`src/rtl/uart_receiver.sv`:
```
// Memory-mapped 8N1 UART receiver: 2-flop input sync, receive FSM, byte FIFO, status/data registers.
// Latency: uart_rx reaches the FSM 2 cycles later; a byte is pushed on the stop-bit sample cycle; reads return next cycle.
// Backpressure: none on the serial line; when the FIFO is full a completed byte is dropped and the sticky overrun flag is set.
module uart_receiver #(
  parameter logic [31:0] BASE_ADDRESS = 32'h18,
  parameter int          BAUD_DIVIDE  = 434,
  parameter int          FIFO_DEPTH   = 8
) (
  input  logic        clk,
  input  logic        reset,
  input  logic        io_write_en,
  input  logic        io_read_en,
  input  logic [31:0] io_address,
  input  logic [31:0] io_write_data,
  output logic [31:0] io_read_data,
  input  logic        uart_rx,
  output logic        rx_overrun
);

  localparam int BW = $clog2(BAUD_DIVIDE);
  localparam int PW = $clog2(FIFO_DEPTH);
  localparam int CW = PW + 1;
  localparam logic [BW-1:0] HALF_LOAD = BW'(BAUD_DIVIDE / 2 - 1);
  localparam logic [BW-1:0] FULL_LOAD = BW'(BAUD_DIVIDE - 1);
  localparam logic [CW-1:0] DEPTH_C   = CW'(FIFO_DEPTH);

  typedef enum logic [2:0] {IDLE, START, DATA, STOP, WAIT_IDLE} state_t;

  state_t          state;
  logic            rx_meta;
  logic            rx_s;
  logic [BW-1:0]   baud_count;
  logic [2:0]      bit_count;
  logic [7:0]      shift_reg;
  logic [7:0]      mem [FIFO_DEPTH];
  logic [PW-1:0]   rd_ptr;
  logic [PW-1:0]   wr_ptr;
  logic [CW-1:0]   count;
  logic            overrun;
  logic            framing_error;
  logic [3:0]      occ_sat;

  logic baud_zero, stop_sample, push_req, frame_bad;
  logic sel_status, sel_data, fifo_empty, fifo_full;
  logic pop, push, overrun_set, wr_status;
  logic unused_ok;

  assign baud_zero   = (baud_count == '0);
  assign stop_sample = (state == STOP) && baud_zero;
  assign push_req    = stop_sample && rx_s;
  assign frame_bad   = stop_sample && !rx_s;

  assign sel_status  = (io_address == BASE_ADDRESS);
  assign sel_data    = (io_address == BASE_ADDRESS + 32'd4);
  assign fifo_empty  = (count == '0);
  assign fifo_full   = (count == DEPTH_C);
  assign wr_status   = io_write_en && sel_status;

  // A pop on a full FIFO frees the slot the simultaneous push lands in.
  assign pop         = io_read_en && sel_data && !fifo_empty;
  assign push        = push_req && (!fifo_full || pop);
  assign overrun_set = push_req && fifo_full && !pop;

  assign rx_overrun  = overrun;
  assign unused_ok   = ^{io_write_data[31:3], io_write_data[0]};

  // Occupancy field is 4 bits wide, so larger counts saturate.
  always_comb begin
    occ_sat = 4'hF;
    if (32'(count) < 32'd16) occ_sat = 4'(count);
  end

  // Two-flop synchronizer for the asynchronous serial pin; idles high.
  always_ff @(posedge clk or posedge reset) begin
    if (reset) begin
      rx_meta <= 1'b1;
      rx_s    <= 1'b1;
    end else begin
      rx_meta <= uart_rx;
      rx_s    <= rx_meta;
    end
  end

  // Receive FSM: mid-bit sampling of start, 8 data bits LSB first, then stop.
  always_ff @(posedge clk or posedge reset) begin
    if (reset) begin
      state      <= IDLE;
      baud_count <= '0;
      bit_count  <= '0;
      shift_reg  <= '0;
    end else begin
      case (state)
        IDLE: begin
          if (!rx_s) begin
            baud_count <= HALF_LOAD;
            state      <= START;
          end
        end
        START: begin
          if (baud_zero) begin
            if (rx_s) begin
              state <= IDLE;
            end else begin
              baud_count <= FULL_LOAD;
              bit_count  <= '0;
              state      <= DATA;
            end
          end else begin
            baud_count <= baud_count - 1'b1;
          end
        end
        DATA: begin
          if (baud_zero) begin
            shift_reg  <= {rx_s, shift_reg[7:1]};
            baud_count <= FULL_LOAD;
            if (bit_count == 3'd7) state <= STOP;
            else                   bit_count <= bit_count + 1'b1;
          end else begin
            baud_count <= baud_count - 1'b1;
          end
        end
        STOP: begin
          if (baud_zero) state <= rx_s ? IDLE : WAIT_IDLE;
          else           baud_count <= baud_count - 1'b1;
        end
        WAIT_IDLE: begin
          // A held-low line (break) must not be decoded as back-to-back frames.
          if (rx_s) state <= IDLE;
        end
        default: state <= IDLE;
      endcase
    end
  end

  // FIFO storage; contents need no reset because the pointers define validity.
  always_ff @(posedge clk) begin
    if (push) mem[wr_ptr] <= shift_reg;
  end

  // FIFO pointers and occupancy count; count separates full from empty.
  always_ff @(posedge clk or posedge reset) begin
    if (reset) begin
      rd_ptr <= '0;
      wr_ptr <= '0;
      count  <= '0;
    end else begin
      if (push) wr_ptr <= wr_ptr + 1'b1;
      if (pop)  rd_ptr <= rd_ptr + 1'b1;
      case ({push, pop})
        2'b10:   count <= count + 1'b1;
        2'b01:   count <= count - 1'b1;
        default: count <= count;
      endcase
    end
  end

  // Sticky error flags, write-1-to-clear; a same-cycle set takes priority.
  always_ff @(posedge clk or posedge reset) begin
    if (reset) begin
      overrun       <= 1'b0;
      framing_error <= 1'b0;
    end else begin
      overrun       <= overrun_set || (overrun && !(wr_status && io_write_data[1]));
      framing_error <= frame_bad || (framing_error && !(wr_status && io_write_data[2]));
    end
  end

  // Registered read port: updated on every read strobe, held otherwise.
  always_ff @(posedge clk or posedge reset) begin
    if (reset) begin
      io_read_data <= '0;
    end else if (io_read_en) begin
      if (sel_status)
        io_read_data <= {24'd0, occ_sat, 1'b0, framing_error, overrun, !fifo_empty};
      else if (sel_data && !fifo_empty)
        io_read_data <= {24'd0, mem[rd_ptr]};
      else
        io_read_data <= '0;
    end
  end

endmodule

```
`config.mk`:
```
export PLATFORM = sky130hd
export DESIGN_NAME = uart_receiver
export DESIGN_NICKNAME = d
export VERILOG_FILES = /design/src/rtl/uart_receiver.sv
export SDC_FILE = /design/constraint.sdc
export NUM_CORES = 1
export LEC_CHECK = 0
export ABC_CLOCK_PERIOD_IN_PS = 3220
export CORE_UTILIZATION = 50
export CTS_BUF_LIST = sky130_fd_sc_hd__clkbuf_8
export DETAILED_ROUTE_END_ITERATION = 12
export GPL_TIMING_DRIVEN = 0
export PLACE_DENSITY = 0.77
export SYNTH_ARGS = -nofsm -noshare
export SYNTH_HDL_FRONTEND = slang
export SYNTH_SLANG_ARGS = --single-unit
```
`constraint.sdc`:
```
create_clock -name clk -period 3.22 [get_ports clk]
set_input_delay 0.483 -clock clk [delete_from_list [all_inputs] [get_ports clk]]
set_output_delay 0.483 -clock clk [all_outputs]
set_load 0.01 [all_outputs]
```
# After elaboration in Yosys (flattened, before gate mapping)
# Memory sizes are Yosys's and may differ from the RTL's.
# Cells that the tools add are included.
[classes]
div = 0
addsub = 6
n_lt_le_gt_ge = 0
n_reduce_logical = 33
bitwise = 0
n_mul = 0
eq_ne = 20
shifts = 0
muxes = 25
[op_table]
columns = ["cell", "n"]
rows = [
  ["$eq A32 B5 Y1 const B", 2],
  ["$mux W9", 5],
  ["$pmux W9 S4", 1],
  ["$mux W3", 11],
  ["$ne A2 B2 Y1 const B", 9],
  ["$mux W8", 2],
  ["$pmux W3 S5", 1],
  ["$logic_and A1 B1 Y1", 14],
  ["$add A3 B1 Y3 const B", 3],
  ["$logic_not A9 Y1", 1],
  ["$sub A9 B1 Y9 const B", 1],
  ["$pmux W4 S2", 1],
  ["$eq A3 B2 Y1 const B", 2],
  ["$eq A3 B3 Y1 const B", 2],
  ["$logic_not A1 Y1", 6],
  ["$pmux W3 S2", 1],
  ["$reduce_and A6 Y1", 1],
  ["$reduce_and A5 Y1", 1],
  ["$add A4 B1 Y4 const B", 1],
  ["$eq A4 B4 Y1 const B", 1],
  ["$logic_not A4 Y1", 1],
  ["$reduce_and A4 Y1", 1],
  ["$reduce_bool A2 Y1", 2],
  ["$reduce_bool A4 Y1", 1],
  ["other kinds (10)", 13],
]
[totals]
mem_bits_ro = 0
ff_bits = 69
latchBits = 0
inputBits = 69
output_inout_bits = 33
mem_count = 1
wordCells = 97
ram_bits = 64
[mem_list]
columns = ["name", "words", "width", "rd", "rd_clocked_by_memory_dff", "write_ports", "line_no", "text"]
rows = [
  ["mem", 8, 8, 1, 0, 1, "35", "logic [7:0] mem [FIFO_DEPTH];"],
]

# Longest topological paths before layout
# Gate-level depths: netlist of run 1.
[logic_depth]
word_depth = 7
ltp_mapped = 10
depth_no_buf = 10

# Worst setup path before layout of run 1
# No wires, ideal clock.
[synth_path]
kind = "input to register"
from = "in io_address[20]"
to = "mem mem[0][0] (enable)"
t_arrival_ps = 2328
required_ps = 2825
path_buffers = 0
path_stages = 5
setup_slack_ps = 498
cell_sequence = "nor4_2 nand4_2 nor3_4 o21ai_4 nor4_1"
[synth_via]
elab_chain_len = 7
[synth_rtl]
columns = ["item", "line_no", "text"]
rows = [
  ["start: declaration", "13", "input logic [31:0] io_address,"],
  ["$eq A32 B5 Y1", "54", "assign sel_data = (io_address == BASE_ADDRESS + 32'd4);"],
  ["$logic_and A1 B1 Y1 (2 in series)", "60", "assign pop = io_read_en && sel_data && !fifo_empty;"],
  ["$logic_or A1 B1 Y1", "61", "assign push = push_req && (!fifo_full || pop);"],
  ["$logic_and A1 B1 Y1", "61", ""],
  ["$mux W1", "137", "if (push) mem[wr_ptr] <= shift_reg;"],
  ["$mux W1 (implied by the code)", "137", ""],
  ["end: declaration", "35", ""],
]
# Every way passes these cells.

# Worst setup path after layout of run 1
[layout_path]
from = "reg baud_count[0]"
to = "mem mem[5][6] (enable)"
[layout_via]
elab_chain_len = 6
[layout_rtl]
columns = ["item", "line_no", "text"]
rows = [
  ["start: declaration", "32", "logic [BW-1:0] baud_count;"],
  ["start signal: assignment", "109", "baud_count <= baud_count - 1'b1;"],
  ["start signal: assignment", "119", "baud_count <= baud_count - 1'b1;"],
  ["start signal: assignment", "124", "else baud_count <= baud_count - 1'b1;"],
  ["$logic_not A9 Y1", "48", "assign baud_zero = (baud_count == '0);"],
  ["$logic_and A1 B1 Y1", "49", "assign stop_sample = (state == STOP) && baud_zero;"],
  ["$logic_and A1 B1 Y1", "50", "assign push_req = stop_sample && rx_s;"],
  ["$logic_and A1 B1 Y1", "61", ""],
  ["$mux W1", "137", ""],
  ["$mux W1 (implied by the code)", "137", ""],
]
# Every way passes these cells.

==> results of run 1 <==
==> layout by cell type (no fill, tap or decap), drive strengths merged, types with 3 or more instances in the layout <==
cell / count
conb: 24
a21oi: 10
nand2: 21
mux4: 16
nor3: 11
a22o: 5
o22ai: 4
mux2i: 9
ha: 7
nor4b: 4
edfxtp: 64
nand2b: 4
nand4: 3
nor2: 16
xnor2: 5
nand3: 7
buf: 32
a31oi: 4
or4: 3
clkbuf: 14
o221ai: 7
o21ai: 9
o22a: 3
inv: 20
clkdlybuf4s50: 47
nor4: 10
or2: 3
dfrtp: 43
and4: 3
mux2: 10
==> per-layer routing <==
layer,global-route usage [%],vias up,share of wire (%)
met4,8.88,0,1.9
met1,25.6,1596,41
li1,-,1480,-
met2,36.2,116,52
met3,4.41,19,5.3
met5,0,-,0
==> worst min-delay path by stage <==
stage                           start             end  slack (ns)  cells after the start
floorplan           rx_meta$_DFF_PP1_  rx_s$_DFF_PP1_        0.35                      0
global route        rx_meta$_DFF_PP1_  rx_s$_DFF_PP1_        0.37                      0
CTS                 rx_meta$_DFF_PP1_  rx_s$_DFF_PP1_        0.36                      0
finish              rx_meta$_DFF_PP1_  rx_s$_DFF_PP1_        0.36                      0
global placement    rx_meta$_DFF_PP1_  rx_s$_DFF_PP1_        0.35                      0
detailed placement  rx_meta$_DFF_PP1_  rx_s$_DFF_PP1_        0.35                      0
==> report_power, final <==
group | switching [mW] | total (mW) | internal, mW
logic | 0.0457 | 0.112 | 0.0663
clock network | 0.511 | 0.902 | 0.391
registers | 0.00166 | 1.47 | 1.47
==> worst max-delay path, cell delays in order, from the launching register on <==
cell	delay, ns
dfrtp_1	0.45
inv_1	0.11
ha_1	0.15
nor4b_2	0.45
and4_2	0.44
o211ai_1	0.22
nor2_1	0.76
==> Yosys cell counts, types with 3 or more instances <==
master    instances
xnor2_1           5
dfrtp_1          43
mux4_2           16
inv_1            15
ha_1              7
nor4b_2           3
mux2_2            9
buf_4            24
nor3_1            9
edfxtp_1         64
nand3_1           6
buf_2             5
a21oi_1           9
clkbuf_1          5
nand2b_1          4
a31oi_1           3
nor2_1           16
o221ai_1          7
nand2_1          20
nor4_2            7
o21ai_0           7
a22o_1            5
o22ai_1           4
o22a_1            3
mux2i_1           9
==> logic make-up after synthesis <==
logic type | count (synthesis)
fa+ha+maj | 7
mux | 35
buf+inv | 50
compound gates | 56
other cells | 1
simple gates | 91
xor+xnor | 6
flops | 109
==> cell type report <==
type / count / area, µm²
Sequential cell: 109 / 3050
Inverter: 15 / 56.3
Buffer: 35 / 228
Clock inverter: 7 / 100
Multi-Input combinational cell: 219 / 1850
Timing Repair Buffer: 49 / 498
Fill cell: 756 / 3740
Tap cell: 133 / 166
Clock buffer: 9 / 124
==> timing repair <==
action / CTS / global route
resized for setup: 1 / 1
setup endpoints to repair: 8 / 8
hold endpoints to repair: 0 / 0
hold buffers: 0 / 0
==> impl_metrics.ini, run 1 <==
[outcome]
status = completed

[yosys]
synth_edf_count = 64
synth_top_family_by_area = simple AND/OR/NAND/NOR gates
synth.avg_cell_area_um2 = 14.3
yosys_warnings = 0
synth-seq-cells = 109
ys_top_cells_by_area = edfxtp_1, dfrtp_1, mux4_2, buf_4, mux2_2
ys_seq_area_share_pct = 60.1
synthCells = 355
muxShareOfSynthArea_pct = 11.1
synth_top_cell_by_area = edfxtp_1
synth_compound_gate_area_share_pct = 8.36
synth-adder-area-share_pct = 1.73
synth_top_area_share_pct = 37.9
syn-cell-area_mm2 = 0.00508
synthXorXnorAreaFrac_pct = 1.04
yosys.area_share.simple_pct = 12.0
async_flop_share_pct = 41.3
yosysUniqueCellTypes = 66
yosys_most_used_dff = edfxtp_1

[setup_path]
required_ns = 3.21
rr_worst_depth = 6
worst-path-max-fanout = 8
crit_path_start_kind = register
crit_end = mem[5][6]$_DFFE_PP_
path_class = reg2reg
rr_endpoint = mem[5][6]$_DFFE_PP_
arrival_ns = 2.95
crit_start = baud_count[0]$_DFFE_PP0P_
crit_path_end_kind = register
r2r_start = baud_count[0]$_DFFE_PP0P_
regToRegSetupSlack_ns = 0.27

[sta]
hold_viol_final = 0
rsz0062_at_grt = false
setup_tns_ns = 0
max_freq_mhz = 338
setup_viol = 0
hold_slack_ns = 0.363
skew_ns = 0.0157
maxSlewViolCount = 0
final.min_clock_period_ns = 2.95
slew-limit-headroom_pct = 39.8
min_period_over_period_pct = 91.8
layout_setup_ws_ns = 0.266
tightest_slew_ns = 0.899

[clocking]
clkSinkCount = 109
cts_max_path_buffers = 2
cts-buffers-inserted = 9
clockRootBuffer = clkbuf_8
cts.clk_slew.worst_paths_ns = 0.12
clk_latency_ns = 0.37
htreeDepth = 3
post-cts-setup-buffers = 0
tritoncts = built

[hold_path]
hold_class = reg2reg

[detailed_routing]
drc = 0
wirelength_um = 10000
dr.pass1.iters = 5
ant_nets = 0
vias = 3211
drt_iter0_drc = 207
vias_per_cell = 5.57
wl_per_cell_um = 17.4

[global_route]
overflow = 0
grt_pass1_wl_um = 16100
antenna_found_initial = 0
grt_max_degree = 34
grt_pass1_vias = 3152
track_usage_pct = 21.0

[cells_and_area]
layout-drive-gt1-share_pct = 23.9
antenna-diode-count = 0
num-nets-final = 514
fin_cells = 576
fin_area_mm2 = 0.00608
largest_reg_flops = 64
final_core_util_pct = 61.9
biggestRegsByFlops = mem (64), baud_count (9)
syn2layout_area_growth_pct = 19.7
largest_register = mem

[placement]
placed_area_mm2 = 0.00584
portBuffers = 47
dp_hpwl_um = 7170
gp_congestion = 0.834
dpl_worst_slack_ns = -0.424
dp.cells = 560

[power_and_ir_drop]
power_mw = 2.48
powerDensity_mw_per_mm2 = 409
leakage_nw = 2.43
vdd_drop_max_uv = 269

[floorplan]
die_width_um = 103
core_mm2 = 0.00982
rows = 36
pin_count = 102
die_y_um = 103
die_area_mm2 = 0.0106
start_util_pct = 51.7

[job]
maxCapViolations = 0
Note: power is estimated with default switching activity, not from simulation.
==> run 2: changes to the inputs <==
- CTS_CLUSTER_SIZE: unset -> 14
==> results of run 2 <==
The final DEF is identical to that of run 1; final timing and power are the same.
==> run 3: changes to the inputs <==
- ABC_CLOCK_PERIOD_IN_PS: 3220 -> unset
- CORE_MARGIN: unset -> 2
==> run 3 against run 2 <==
Die area grew 3.9%. Final cell count unchanged. Critical path depth unchanged. Register-to-register slack better by 0.05 ns. Clock skew is 0.0036 ns lower. Worst setup slack worse by 0.084 ns.
==> impl_metrics.ini, run 3 (same netlist as run 1, synthesis figures left out) <==
[outcome]
status = completed

[global_route]
grt_pass1_vias = 3154
grt_max_degree = 26
track_usage_pct = 19.7
overflow = 0
grt_pass1_wl_um = 16500
antenna_found_initial = 0

[clocking]
tritoncts = built
post-cts-setup-buffers = 0
cts.clk_slew.worst_paths_ns = 0.10
cts_max_path_buffers = 2
clk_latency_ns = 0.38
htreeDepth = 3
cts-buffers-inserted = 9
clkSinkCount = 109
clockRootBuffer = clkbuf_8
postCtsHoldBufs = 0

[power_and_ir_drop]
leakage_nw = 2.43
vdd_drop_max_uv = 208
p_int_mw = 1.95
switching_share_pct = 21.1
p_sw_mw = 0.521
p_comb_share_pct = 4.5
powerDensity_mw_per_mm2 = 407
pwr-share-seq_pct = 59.5
power_mw = 2.47
clock_power_share_pct = 35.9

[sta]
min_period_over_period_pct = 94.4
hold_slack_ns = 0.365
layout_setup_ws_ns = 0.181
setup_viol = 0
maxSlewViolCount = 0
skew_ns = 0.0121
slew-limit-headroom_pct = 35.4
max_freq_mhz = 329
final.min_clock_period_ns = 3.04
tightest_slew_ns = 0.966
setup_tns_ns = 0
rsz0062_at_grt = false
hold_viol_final = 0

[floorplan]
core_mm2 = 0.00982
die_y_um = 105
pin_count = 102
die_width_um = 105
die_area_mm2 = 0.0110
rows = 36
start_util_pct = 51.7

[setup_path]
path_class = in2reg
crit_path_end_kind = register
crit_path_start_kind = primary input
worst-path-max-fanout = 8
regToRegSetupSlack_ns = 0.32
rr_worst_depth = 6
arrival_ns = 3.04
required_ns = 3.22
r2r_start = baud_count[0]$_DFFE_PP0P_
crit_start = io_address[20]
crit_end = mem[5][2]$_DFFE_PP_
rr_endpoint = mem[5][2]$_DFFE_PP_

[detailed_routing]
wirelength_um = 9950
vias_per_cell = 5.55
drc = 0
ant_nets = 0
dr.pass1.iters = 4
vias = 3199
drt_iter0_drc = 169
wl_per_cell_um = 17.3

[job]
maxCapViolations = 0

[cells_and_area]
largest_reg_flops = 64
antenna-diode-count = 0
biggestRegsByFlops = mem (64), baud_count (9)
fillers = 740
syn2layout_area_growth_pct = 19.5
layout_commonest_cell = edfxtp_1
final_core_util_pct = 61.8
layout-drive-gt1-share_pct = 23.9
seq_area_mm2 = 0.00305
most-common-layout-cells = edfxtp_1, clkdlybuf4s50_1, dfrtp_1
num-nets-final = 514
fin_cells = 576
largest_register = mem
multi_input_area_mm2 = 0.00185
fin_area_mm2 = 0.00607

[placement]
gp_congestion = 0.796
dpl_worst_slack_ns = -0.409
placed_area_mm2 = 0.00584
portBuffers = 47
dp.cells = 560
dp_hpwl_um = 7200

[hold_path]
hold_class = reg2reg
min_path_cells = 0
[run 3: layer usage]
metal | part of all wire, % | routed length [µm] | GRT usage [%]
met1 | 42 | 4150 | 25.2
met2 | 52 | 5210 | 33.9
met3 | 4.7 | 467 | 3.37
met4 | 1.3 | 129 | 7.14
met5 | 0 | 0 | 0
[run 3: layout make-up]
cell class | instances | share of cell area (%)
Buffer | 35 | 3.75
Clock buffer | 11 | 2.49
Clock inverter | 5 | 1.05
Inverter | 15 | 0.928
Multi-Input combinational cell | 219 | 30.6
Sequential cell | 109 | 50.3
Tap cell | 133 | 2.74
Timing Repair Buffer | 49 | 8.21
[run 3: worst max-delay path, cell delays in order]
cell	delay, ns
clkdlybuf4s50_1	0.41
nor4_2	0.37
nand4_2	0.27
nor3_4	0.43
o211ai_1	0.26
nor2_1	0.80
[run 3: power by group through the flow]
| stage | Clock, mW | Sequential (mW) | Combinational (mW) |
|---|---|---|---|
| 3_5_place_dp | 0 | 1.50 | 0.112 |
| 4_1_cts | 0.896 | 1.47 | 0.112 |
| 6_report | 0.886 | 1.47 | 0.112 |
| 2_1_floorplan | 0 | 1.50 | 0.0522 |
| 3_3_place_gp | 0 | 1.50 | 0.107 |
| 5_1_grt | 0.953 | 1.47 | 0.122 |
[run 3: timing repair]
item / 4_1_cts / 5_1_grt
setup endpoints to repair: 8 / 8
pin swaps: 0 / 0
gates resized for setup: 1 / 1
[run 3: worst min-delay path by stage]
stage	start	endpoint	slack [ns]
finish	rx_meta$_DFF_PP1_	rx_s$_DFF_PP1_	0.36
global route	rx_meta$_DFF_PP1_	rx_s$_DFF_PP1_	0.37
CTS	rx_meta$_DFF_PP1_	rx_s$_DFF_PP1_	0.37
detailed placement	rx_meta$_DFF_PP1_	rx_s$_DFF_PP1_	0.35
global placement	rx_meta$_DFF_PP1_	rx_s$_DFF_PP1_	0.35
floorplan	rx_meta$_DFF_PP1_	rx_s$_DFF_PP1_	0.35
